==> src/rtl/pm_loader.sv <==
// Program-memory loader: receives a framed byte image (SYNC, N, N big-endian words, XOR csum),
// writes the words from address 0 and keeps the CPU held until a checksum-valid image is loaded.
module pm_loader #(
    parameter int          ADR_W     = 5,
    parameter int          DATA_W    = 16,
    parameter logic [7:0]  SYNC_BYTE = 8'hA5
) (
    input  logic              clk,
    input  logic              clr,
    input  logic [7:0]        rx_data,
    input  logic              rx_valid,
    output logic              rx_ready,
    output logic              pm_we,
    output logic [ADR_W-1:0]  pm_adr,
    output logic [DATA_W-1:0] pm_wdata,
    output logic              cpu_hold,
    output logic              done,
    output logic              err
);

    // state   | meaning
    // IDLE    | hunting for SYNC_BYTE, other bytes dropped
    // COUNT   | receiving word count N
    // HI      | receiving high byte of next word
    // LO      | receiving low byte of next word
    // WRITE   | one-cycle memory write of the assembled word
    // CSUM    | receiving and comparing the XOR checksum
    // DONE    | one-cycle success pulse, CPU released
    // ERR     | one-cycle error, sets sticky err
    typedef enum logic [2:0] {
        S_IDLE, S_COUNT, S_HI, S_LO, S_WRITE, S_CSUM, S_DONE, S_ERR
    } state_t;

    localparam int          CW    = ADR_W + 1;
    localparam logic [31:0] MAX_N = 32'd1 << ADR_W;

    state_t          state, state_nxt;
    logic [CW-1:0]   cnt_n;
    logic [CW-1:0]   word_cnt;
    logic [7:0]      csum;
    logic            acc;
    logic            cnt_bad;
    logic            last_word;

    assign acc       = rx_valid && rx_ready;
    assign cnt_bad   = (rx_data == 8'd0) || ({24'd0, rx_data} > MAX_N);
    assign last_word = (word_cnt + CW'(1)) == cnt_n;

    always_ff @(posedge clk or posedge clr) begin
        if (clr) state <= S_IDLE;
        else     state <= state_nxt;
    end

    always_comb begin
        state_nxt = state;
        case (state)
            S_IDLE:  if (acc && rx_data == SYNC_BYTE) state_nxt = S_COUNT;
            S_COUNT: if (acc) state_nxt = cnt_bad ? S_ERR : S_HI;
            S_HI:    if (acc) state_nxt = S_LO;
            S_LO:    if (acc) state_nxt = S_WRITE;
            S_WRITE: state_nxt = last_word ? S_CSUM : S_HI;
            S_CSUM:  if (acc) state_nxt = (rx_data == csum) ? S_DONE : S_ERR;
            S_DONE:  state_nxt = S_IDLE;
            S_ERR:   state_nxt = S_IDLE;
            default: state_nxt = S_IDLE;
        endcase
    end

    always_comb begin
        rx_ready = 1'b0;
        pm_we    = 1'b0;
        done     = 1'b0;
        case (state)
            S_IDLE, S_COUNT, S_HI, S_LO, S_CSUM: rx_ready = 1'b1;
            S_WRITE: pm_we = 1'b1;
            S_DONE:  done  = 1'b1;
            default: ;
        endcase
    end

    // Datapath: address/data hold their last value outside WRITE; pm_we qualifies them.
    always_ff @(posedge clk or posedge clr) begin
        if (clr) begin
            pm_adr   <= '0;
            pm_wdata <= '0;
            cpu_hold <= 1'b1;
            err      <= 1'b0;
            cnt_n    <= '0;
            word_cnt <= '0;
            csum     <= '0;
        end else begin
            case (state)
                S_IDLE: if (acc && rx_data == SYNC_BYTE) begin
                    cpu_hold <= 1'b1;
                    err      <= 1'b0;
                    pm_adr   <= '0;
                    csum     <= '0;
                    cnt_n    <= '0;
                    word_cnt <= '0;
                end
                S_COUNT: if (acc && !cnt_bad) cnt_n <= CW'(rx_data);
                S_HI: if (acc) begin
                    pm_wdata[15:8] <= rx_data;
                    csum           <= csum ^ rx_data;
                end
                S_LO: if (acc) begin
                    pm_wdata[7:0] <= rx_data;
                    csum          <= csum ^ rx_data;
                end
                S_WRITE: begin
                    word_cnt <= word_cnt + CW'(1);
                    if (!last_word) pm_adr <= pm_adr + ADR_W'(1);
                end
                S_CSUM: if (acc && rx_data == csum) cpu_hold <= 1'b0;
                S_ERR:  err <= 1'b1;
                default: ;
            endcase
        end
    end

endmodule

==> config.mk <==
export PLATFORM = sky130hd
export DESIGN_NAME = pm_loader
export DESIGN_NICKNAME = d
export VERILOG_FILES = /design/src/rtl/pm_loader.sv
export SDC_FILE = /design/constraint.sdc
export NUM_CORES = 1
export LEC_CHECK = 0
export CAP_MARGIN = 10
export CORE_ASPECT_RATIO = 0.8
export CORE_MARGIN = 1.5
export CORE_UTILIZATION = 45
export CTS_BUF_LIST = sky130_fd_sc_hd__clkbuf_8
export CTS_CLUSTER_DIAMETER = 100
export DETAILED_ROUTE_END_ITERATION = 10
export PLACE_DENSITY_LB_ADDON = 0.1
export SLEW_MARGIN = 20
export SYNTH_ARGS = -nofsm -noshare
export SYNTH_HDL_FRONTEND = slang
export SYNTH_SLANG_ARGS = --single-unit
export TNS_END_PERCENT = 10
==> constraint.sdc <==
create_clock -name clk -period 3.75 [get_ports clk]
set_input_delay 0.375 -clock clk [delete_from_list [all_inputs] [get_ports clk]]
set_output_delay 0.375 -clock clk [all_outputs]
set_load 0.05 [all_outputs]
* Word-level counts from Yosys, hierarchy flattened
Cells that the tools add are included.
** Storage, ports and cells
- Bits in registers :: 46
- Latch bits :: 0
- RAM bits :: 0
- ROM bits :: 0
- Bits of input ports :: 11
- Output and inout bits :: 26
- Logic and storage cells :: 84
- Memories kept :: 0
** Operators by class
- $add $sub $neg :: 2
- Multipliers :: 0
- Div/mod/pow operators :: 0
- $lt $le $gt $ge :: 1
- Equality and inequality tests :: 19
- Shift operators :: 0
- Mux-type cells :: 27
- Bitwise logic cells :: 1
- Reductions and logical operators :: 25
** Operators by type and width (number)
- $pmux W6 S2 :: 2
- $mux W3 :: 7
- $pmux W3 S7 :: 1
- $mux W8 :: 2
- $ne A2 B2 Y1 const B :: 8
- $pmux W8 S2 :: 1
- $eq A3 B3 Y1 const B :: 4
- $mux W6 :: 2
- $reduce_and A3 Y1 :: 4
- $mux W5 :: 2
- $pmux W5 S2 :: 1
- $reduce_bool A2 Y1 :: 5
- $eq A8 B8 Y1 :: 1
- $eq A8 B8 Y1 const B :: 1
- $gt A8 B6 Y1 const B :: 1
- $logic_not A8 Y1 :: 1
- $reduce_and A2 Y1 :: 4
- $xor A8 B8 Y8 :: 1
- $mux W1 :: 7
- $add A6 B1 Y6 const B :: 1
- $eq A3 B2 Y1 const B :: 2
- $eq A6 B6 Y1 :: 1
- $add A5 B1 Y5 const B :: 1
- $reduce_and A5 Y1 :: 1
- 9 further kinds :: 14

* Longest topological paths before layout
Gate-level depths: netlist (run 1).
- Word-level depth :: 7
- Depth in mapped cells :: 6
- Depth with buffers taken out :: 6

* Least setup slack after synthesis (run 1)
Ideal clock, no wire load.
- Path kind :: input -> register
- Start point :: input port rx_data[1]
- End point :: register cnt_n[0]
- Library setup time :: 0.079 ns
- Arrival time :: 2.085 ns
- Data required time :: 3.671 ns
- Setup slack :: 1.585 ns
- Stages :: 5
- Cells stage by stage :: or3_4 -> o31a_1 -> o41a_4 -> nor4b_4 -> mux2i_1
** On the way
- Word-level cells in the longest chain between the ends :: 6
- Elaborated cells on any way between the ends :: 10
- Classes of those cells :: 1 x order compare; 3 x eq/ne; 6 x reduce/logical
** RTL lines
- start: declaration :: line 10 : input logic [7:0] rx_data,
- $gt A8 B6 Y1 / $logic_not A8 Y1 (equally long branches) :: line 46 : assign cnt_bad = (rx_data == 8'd0) || ({24'd0, rx_data} > MAX_N);
- $logic_or A1 B1 Y1 :: line 46
- $logic_not A1 Y1 :: line 101 : S_COUNT: if (acc && !cnt_bad) cnt_n <= CW'(rx_data);
- $logic_and A1 B1 Y1 :: line 101
- $ne A2 B2 Y1 (no source line)
- $reduce_and A3 Y1 (no source line) *
- end signal: assignment :: line 101
- end: declaration :: line 38 : logic [CW-1:0] cnt_n;
Mark *: on every way between the ends. The rest lies on a longest branch, timed or not.
A chain may end at the register's enable or synchronous reset.

* Worst setup path after layout (run 1)
- Start point :: register state[1]
- End point :: output port pm_we
** On the way
- Word-level cells in the longest chain between the ends :: 2
** RTL lines
- start: declaration :: line 37 : state_t state, state_nxt;
- start signal: assignment :: line 51 : else state <= state_nxt;
- $eq A3 B3 Y1 :: line 73 : case (state)
- $mux W1 :: line 73
- end: declaration :: line 13 : output logic pm_we,
No other way between the ends.

==> impl_metrics.yaml, run 1 <==
status:
  outcome: "complete, but fails checks"
  violations: "DRC"
cts:
  cts_tree: "done"
  cts_root_buf: "clkbuf_8"
  cts.sinks: 46
  post_cts_buffers: 0
  path_clk_slew_ps: 90
  numCtsBuffers: 5
  cts_hold_buf: 0
  cts_resized: 0
  htree_levels: 2
  clock_latency_ps: 300
  clockBufferDepth: 2
drt:
  vias_per_cell: 5.500
  drt_wl_total_mm: 5.036
  drt_iter0_drc: 104
  first_pass_iters: 10
  vias: 1859
  wl_per_cell_um: 14.90
  route.detailed.drc: 4
  ant_nets: 0
timing:
  tightest_slew_ps: 785.8
  fmax_mhz: 348.0
  period_minus_slack_ps: 2874
  fin_skew_ps: 6.760
  timing.final.ws_setup_ps: 876.3
  finalSetupViolCount: 0
  hold_viol_final: 0
  slew_viol_final: 0
  relSlewSlack: 0.4742
  period_share: 0.7663
  setup_tns_ps: 0
  rsz0062_at_grt: "no"
worst_setup_path:
  critPathCaptureType: "output port"
  arrival_ps: 2500
  worstSetupPathType: "register to output port"
  crit_fanout: 13
  worstSetupStartpointType: "register"
  critPathRequiredTime_ps: 3380
global_route:
  grt_remaining_overflow: 0
  grt_max_degree: 26
  grtUsageTotal: 0.1919
  grt_pass1_wl_mm: 8.514
  grt_antenna_before_repair: 0
  grt_pass1_vias: 1700
synthesis:
  ys_ff_latch: 46
  synth_compound_area_frac: 0.1357
  synthTopCellsByCount: "dfrtp_1 (45), o21ai_0 (27), nand2_1 (25), nor2_1 (19), mux2_2 (16)"
  synth_edf_count: 0
  ys_seq_area_frac: 0.4787
  synth.most_common_cell: "dfrtp_1"
  synth_top_family_by_area: "simple AND/OR/NAND/NOR gates"
  synth_area_leader_cell: "dfrtp_1"
  syn_inst: 238
  yosys-top-cells-area: "dfrtp_1 (47%), mux2_2 (7.5%), o21ai_0 (5.6%)"
  yosys.area_share.xor_xnor: 0.06549
  muxShareOfSynthArea: 0.1164
  async_reset_ff_frac: 1.000
  yosys.area_share.adder: 0.01040
  postSynthAreaPerCell_um2: 10.11
  synth_top_area_frac: 0.4678
  synth_ff_type: "dfrtp_1"
  ys_warn_count: 0
  yosys.area_share.simple: 0.1611
  synth_cell_type_count: 42
  syn-cell-area_um2: 2407
  synthesis.nets: 251
floorplanning:
  fp.dieW_um: 84.78
  die-area_um2: 5800
  chipHeight_um: 68.42
  fp-row-count: 23
  io_pins: 37
  core_area_um2: 5094
  start_util: 0.4726
job:
  maxCapViolations: 0
layout:
  layout-drive-gt1-share: 0.1159
  syn_to_final_growth_pct: 22.14
  fillers: 456
  multi_input_area_um2: 1177
  layout.area.seq_um2: 1152
  nets: 289
  finalInstanceArea_um2: 2940
  antenna_cells: 0
place:
  hpwl_mm: 3.598
  pre_cts_ws_ps: 835.5
  port_buffers: 36
  place_area_um2: 2828
  gp_congestion: 0.8043
pwr:
  cellLeakagePower_nw: 1.246
  power_mw: 2.717
  power.density_nw_per_um2: 924.0
  ir_drop_uv: 480.6
hold_path:
  hold_class: "primary input to async pin"
## final cells by class
cell class,instances,area share
clock buffer,6,0.02809
clock inverter,1,0.01021
inverter,14,0.01787
multi-input combinational,172,0.4004
sequential,46,0.3919
tap,62,0.02638
timing repair buffer,37,0.1251
## report_power, final
| part | internal [mW] | switching, mW |
|---|---|---|
| clock network | 0.213 | 0.165 |
| logic | 0.558 | 0.854 |
| registers | 0.721 | 0.206 |
## flip-flops by register name, indices dropped and copies added, names as in the netlist
| name | count |
|---|---|
| cnt_n | 6 |
| cpu_hold | 1 |
| pm_adr | 5 |
| state | 3 |
| pm_wdata | 16 |
| csum | 8 |
| word_cnt | 6 |
| err | 1 |
## per-layer routing
metal | vias to the layer above | global-route usage | routed length (µm)
met5 | - | 0 | 0
met3 | 7 | 0.03981 | 210
met1 | 900 | 0.2945 | 2651
li1 | 912 | - | -
met2 | 40 | 0.2620 | 2104
met4 | 0 | 0.07377 | 70
## kinds of logic (layout without fill, tap and decap cells)
kind of cell	count (synthesis)	in the layout
AOI/OAI and AO/OA	49	49
muxes	26	26
DFF	46	46
and+or+nand+nor	77	77
xor gates and xnor gates	18	18
adders and majority gates	2	2
buffers and inverters	20	58
## cell usage in the layout (no fill, tap or decap), drive strengths merged, types with 2 or more instances in the layout
cell / Yosys / final
xor2: 13 / 13
nand3: 7 / 7
clkdlybuf4s50: 0 / 36
o211ai: 3 / 3
mux2: 16 / 16
mux2i: 10 / 10
nand2b: 10 / 10
ha: 2 / 2
a21oi: 2 / 2
a211oi: 2 / 2
nor3: 2 / 2
xnor2: 5 / 5
nor4: 5 / 5
o21ai: 28 / 28
o31ai: 3 / 3
nor2: 19 / 19
inv: 14 / 13
o41a: 2 / 2
dfrtp: 45 / 45
nand2: 25 / 25
clkbuf: 4 / 6
## metrics by stage
step | hold slack (ps) | util | cells
final | 421.7 | 0.5773 | 338
after global routing | 468.0 | 0.5773 | 338
after CTS | 437.0 | 0.5773 | 338
after detailed placement | 471.0 | 0.5551 | 331
after global placement | 462.1 | 0.5551 | 331
after floorplan | 465.7 | - | 238
## final timing paths
check | depth (start not counted) | from | slack, ps | endpoint
worst max-delay path | 4 | state[1]$_DFFE_PP0P_ | 880 | pm_we
max in group asynchronous | 3 | clr | 2590 | pm_adr[1]$_DFFE_PP0P_
worst min register to register | 1 | pm_adr[4]$_DFFE_PP0P_ | 480 | pm_adr[4]$_DFFE_PP0P_
worst max register to register | 4 | state[2]$_DFFE_PP0P_ | 1450 | pm_wdata[8]$_DFFE_PP0P_
worst min-delay path | 2 | clr | 420 | csum[7]$_DFFE_PP0P_
min in group clk | 1 | pm_adr[4]$_DFFE_PP0P_ | 480 | pm_adr[4]$_DFFE_PP0P_
## critical path, cell delays in order (launching register included)
cell	delay (ps)
dfrtp_1	540
nor2_1	280
nand2_1	270
inv_1	270
clkdlybuf4s50_1	840
No activity file was read; power rests on OpenSTA's default activity.
==> run 2, diff against run 1 <==
Clock period 3.75 ns to 2.9 ns, I/O delays scaled along.
==> run 2 against run 1 <==
The flow still finishes with violations (DRC); worst setup slack got worse by 340 ps; worst hold slack better by 31 ps; final area increased by 1.0%; wire length up 3.5%; core utilization up 0.59 points; sequential cell count unchanged; critical endpoint is now cnt_n[0]$_DFFE_PP0P_; highest routed layer unchanged.
==> impl_metrics.yaml, run 2 (synthesized netlist as in run 1, its figures left out) <==
floorplanning:
  io_pins: 37
  chipHeight_um: 68.42
  fp.dieW_um: 84.78
  die-area_um2: 5800
  start_util: 0.4726
  fp-row-count: 23
  core_area_um2: 5094
timing:
  fin_skew_ps: 5.032
  hold_viol_final: 0
  slew_viol_final: 0
  timing.final.ws_setup_ps: 540.5
  tightest_slew_ps: 654.8
  period_minus_slack_ps: 2360
  fmax_mhz: 423.8
  rsz0062_at_grt: "no"
  period_share: 0.8136
  finalSetupViolCount: 0
  setup_tns_ps: 0
  relSlewSlack: 0.5603
place:
  gp_congestion: 0.7818
  dp_cells: 339
  hpwl_mm: 3.674
  port_buffers: 36
  pre_cts_ws_ps: 223.1
worst_setup_path:
  worstPathCellList: "clkdlybuf4s50_1 -> or3_4 -> o31a_1 -> o41a_4 -> nor4b_4 -> mux2i_1"
  slowest_stage: "nor4b_4"
  worstSetupStartpointType: "primary input"
  crit_fanout: 6
  critical_path.max_stage_delay_ps: 540
  worstSetupPathType: "primary input to register"
  critPathCaptureType: "register"
  crit_family: "simple AND/OR/NAND/NOR gates"
  crit_buf_inv: 1
  critPathRequiredTime_ps: 3120
  arrival_ps: 2580
cts:
  htree_levels: 2
  cts_tree: "done"
  post_cts_buffers: 0
  numCtsBuffers: 5
  clock_latency_ps: 300
  cts.sinks: 46
  clockBufferDepth: 2
  path_clk_slew_ps: 80
  cts_root_buf: "clkbuf_8"
  cts_resized: 0
  cts_hold_buf: 0
status:
  violations: "DRC"
  outcome: "complete, but fails checks"
layout:
  final_cell_mix: "dfrtp_1 (45), clkdlybuf4s50_1 (36), o21ai_0 (27)"
  layout_commonest_cell: "dfrtp_1"
  syn_to_final_growth_pct: 23.39
  finalCoreUtilization: 0.5831
  largest_reg_flops: 16
  fin_cells: 345
  nets: 297
  reg.largest.list: "pm_wdata x16, csum x8"
  regMostFlops: "pm_wdata"
  antenna_cells: 0
  layout-drive-gt1-share: 0.1378
drt:
  route.detailed.drc: 8
  vias_per_cell: 5.522
  drt_iter0_drc: 109
  vias: 1905
  drt_wl_total_mm: 5.214
  ant_nets: 0
  first_pass_iters: 7
  wl_per_cell_um: 15.11
job:
  maxCapViolations: 0
hold_path:
  hold_class: "primary input to async pin"
pwr:
  swShare: 0.4583
  ir_drop_uv: 488.7
  comb_power_share: 0.551
  p_switching_mw: 1.579
  power_frac_seq: 0.337
  power.density_nw_per_um2: 1160
  cellLeakagePower_nw: 1.270
  clkPwrFrac: 0.112
  p_int_mw: 1.867
global_route:
  grt_max_degree: 47
  grt_remaining_overflow: 0
  grt_pass1_vias: 1788
  grt_pass1_wl_mm: 8.825
  grtUsageTotal: 0.2010
  grt_antenna_before_repair: 0
==> run 2: final timing paths <==
path,from,endpoint,slack (ps),depth (start not counted)
max,rx_data[1],cnt_n[0]$_DFFE_PP0P_,540,6
min,clr,pm_wdata[9]$_DFFE_PP0P_,450,3
max reg2reg,word_cnt[0]$_DFFE_PP0P_,state[2]$_DFFE_PP0P_,620,6
min reg2reg,pm_adr[4]$_DFFE_PP0P_,pm_adr[4]$_DFFE_PP0P_,480,1
max in group asynchronous,clr,pm_adr[2]$_DFFE_PP0P_,2050,3
min in group clk,pm_adr[4]$_DFFE_PP0P_,pm_adr[4]$_DFFE_PP0P_,480,1
==> run 2: worst min-delay path, delay by kind of cell <==
family,cells,cell delay (ps)
buf+inv,3,930
==> run 2: layer usage <==
metal / vias up / global-route usage / routed length [µm] / share of wire
met5: - / 0 / 0 / 0
met4: 0 / 0.07377 / 74 / 0.014
li1: 923 / - / - / -
met2: 65 / 0.2920 / 2142 / 0.41
met3: 5 / 0.05187 / 345 / 0.066
met1: 912 / 0.2903 / 2651 / 0.51
==> run 2: power groups by stage <==
stage / sequential, mW / combinational, mW / clock, mW
after floorplan: 1.61 / 0.903 / 0
after global placement: 1.16 / 1.88 / 0
after detailed placement: 1.17 / 1.91 / 0
after CTS: 1.16 / 1.91 / 0.410
after global routing: 1.21 / 2.06 / 0.429
final: 1.16 / 1.90 / 0.387
==> run 2: per-stage QoR <==
stage                     power [mW]  hold WS [ps]  area [µm²]
after floorplan                2.513         427.1        2407
after global placement         3.047         464.5        2888
after detailed placement       3.080         469.5        2888
after CTS                      3.484         473.7        2970
after global routing           3.704         501.6        2970
final                          3.446         452.5        2970
==> run 2: layout make-up <==
cell class	instances	area (µm²)
fillers	445	2123
multi-input cells	172	1177
flip-flops and latches	46	1152
repair buffers	45	427.9
clock buffers	6	82.58
well taps	62	77.57
inverters	14	52.55
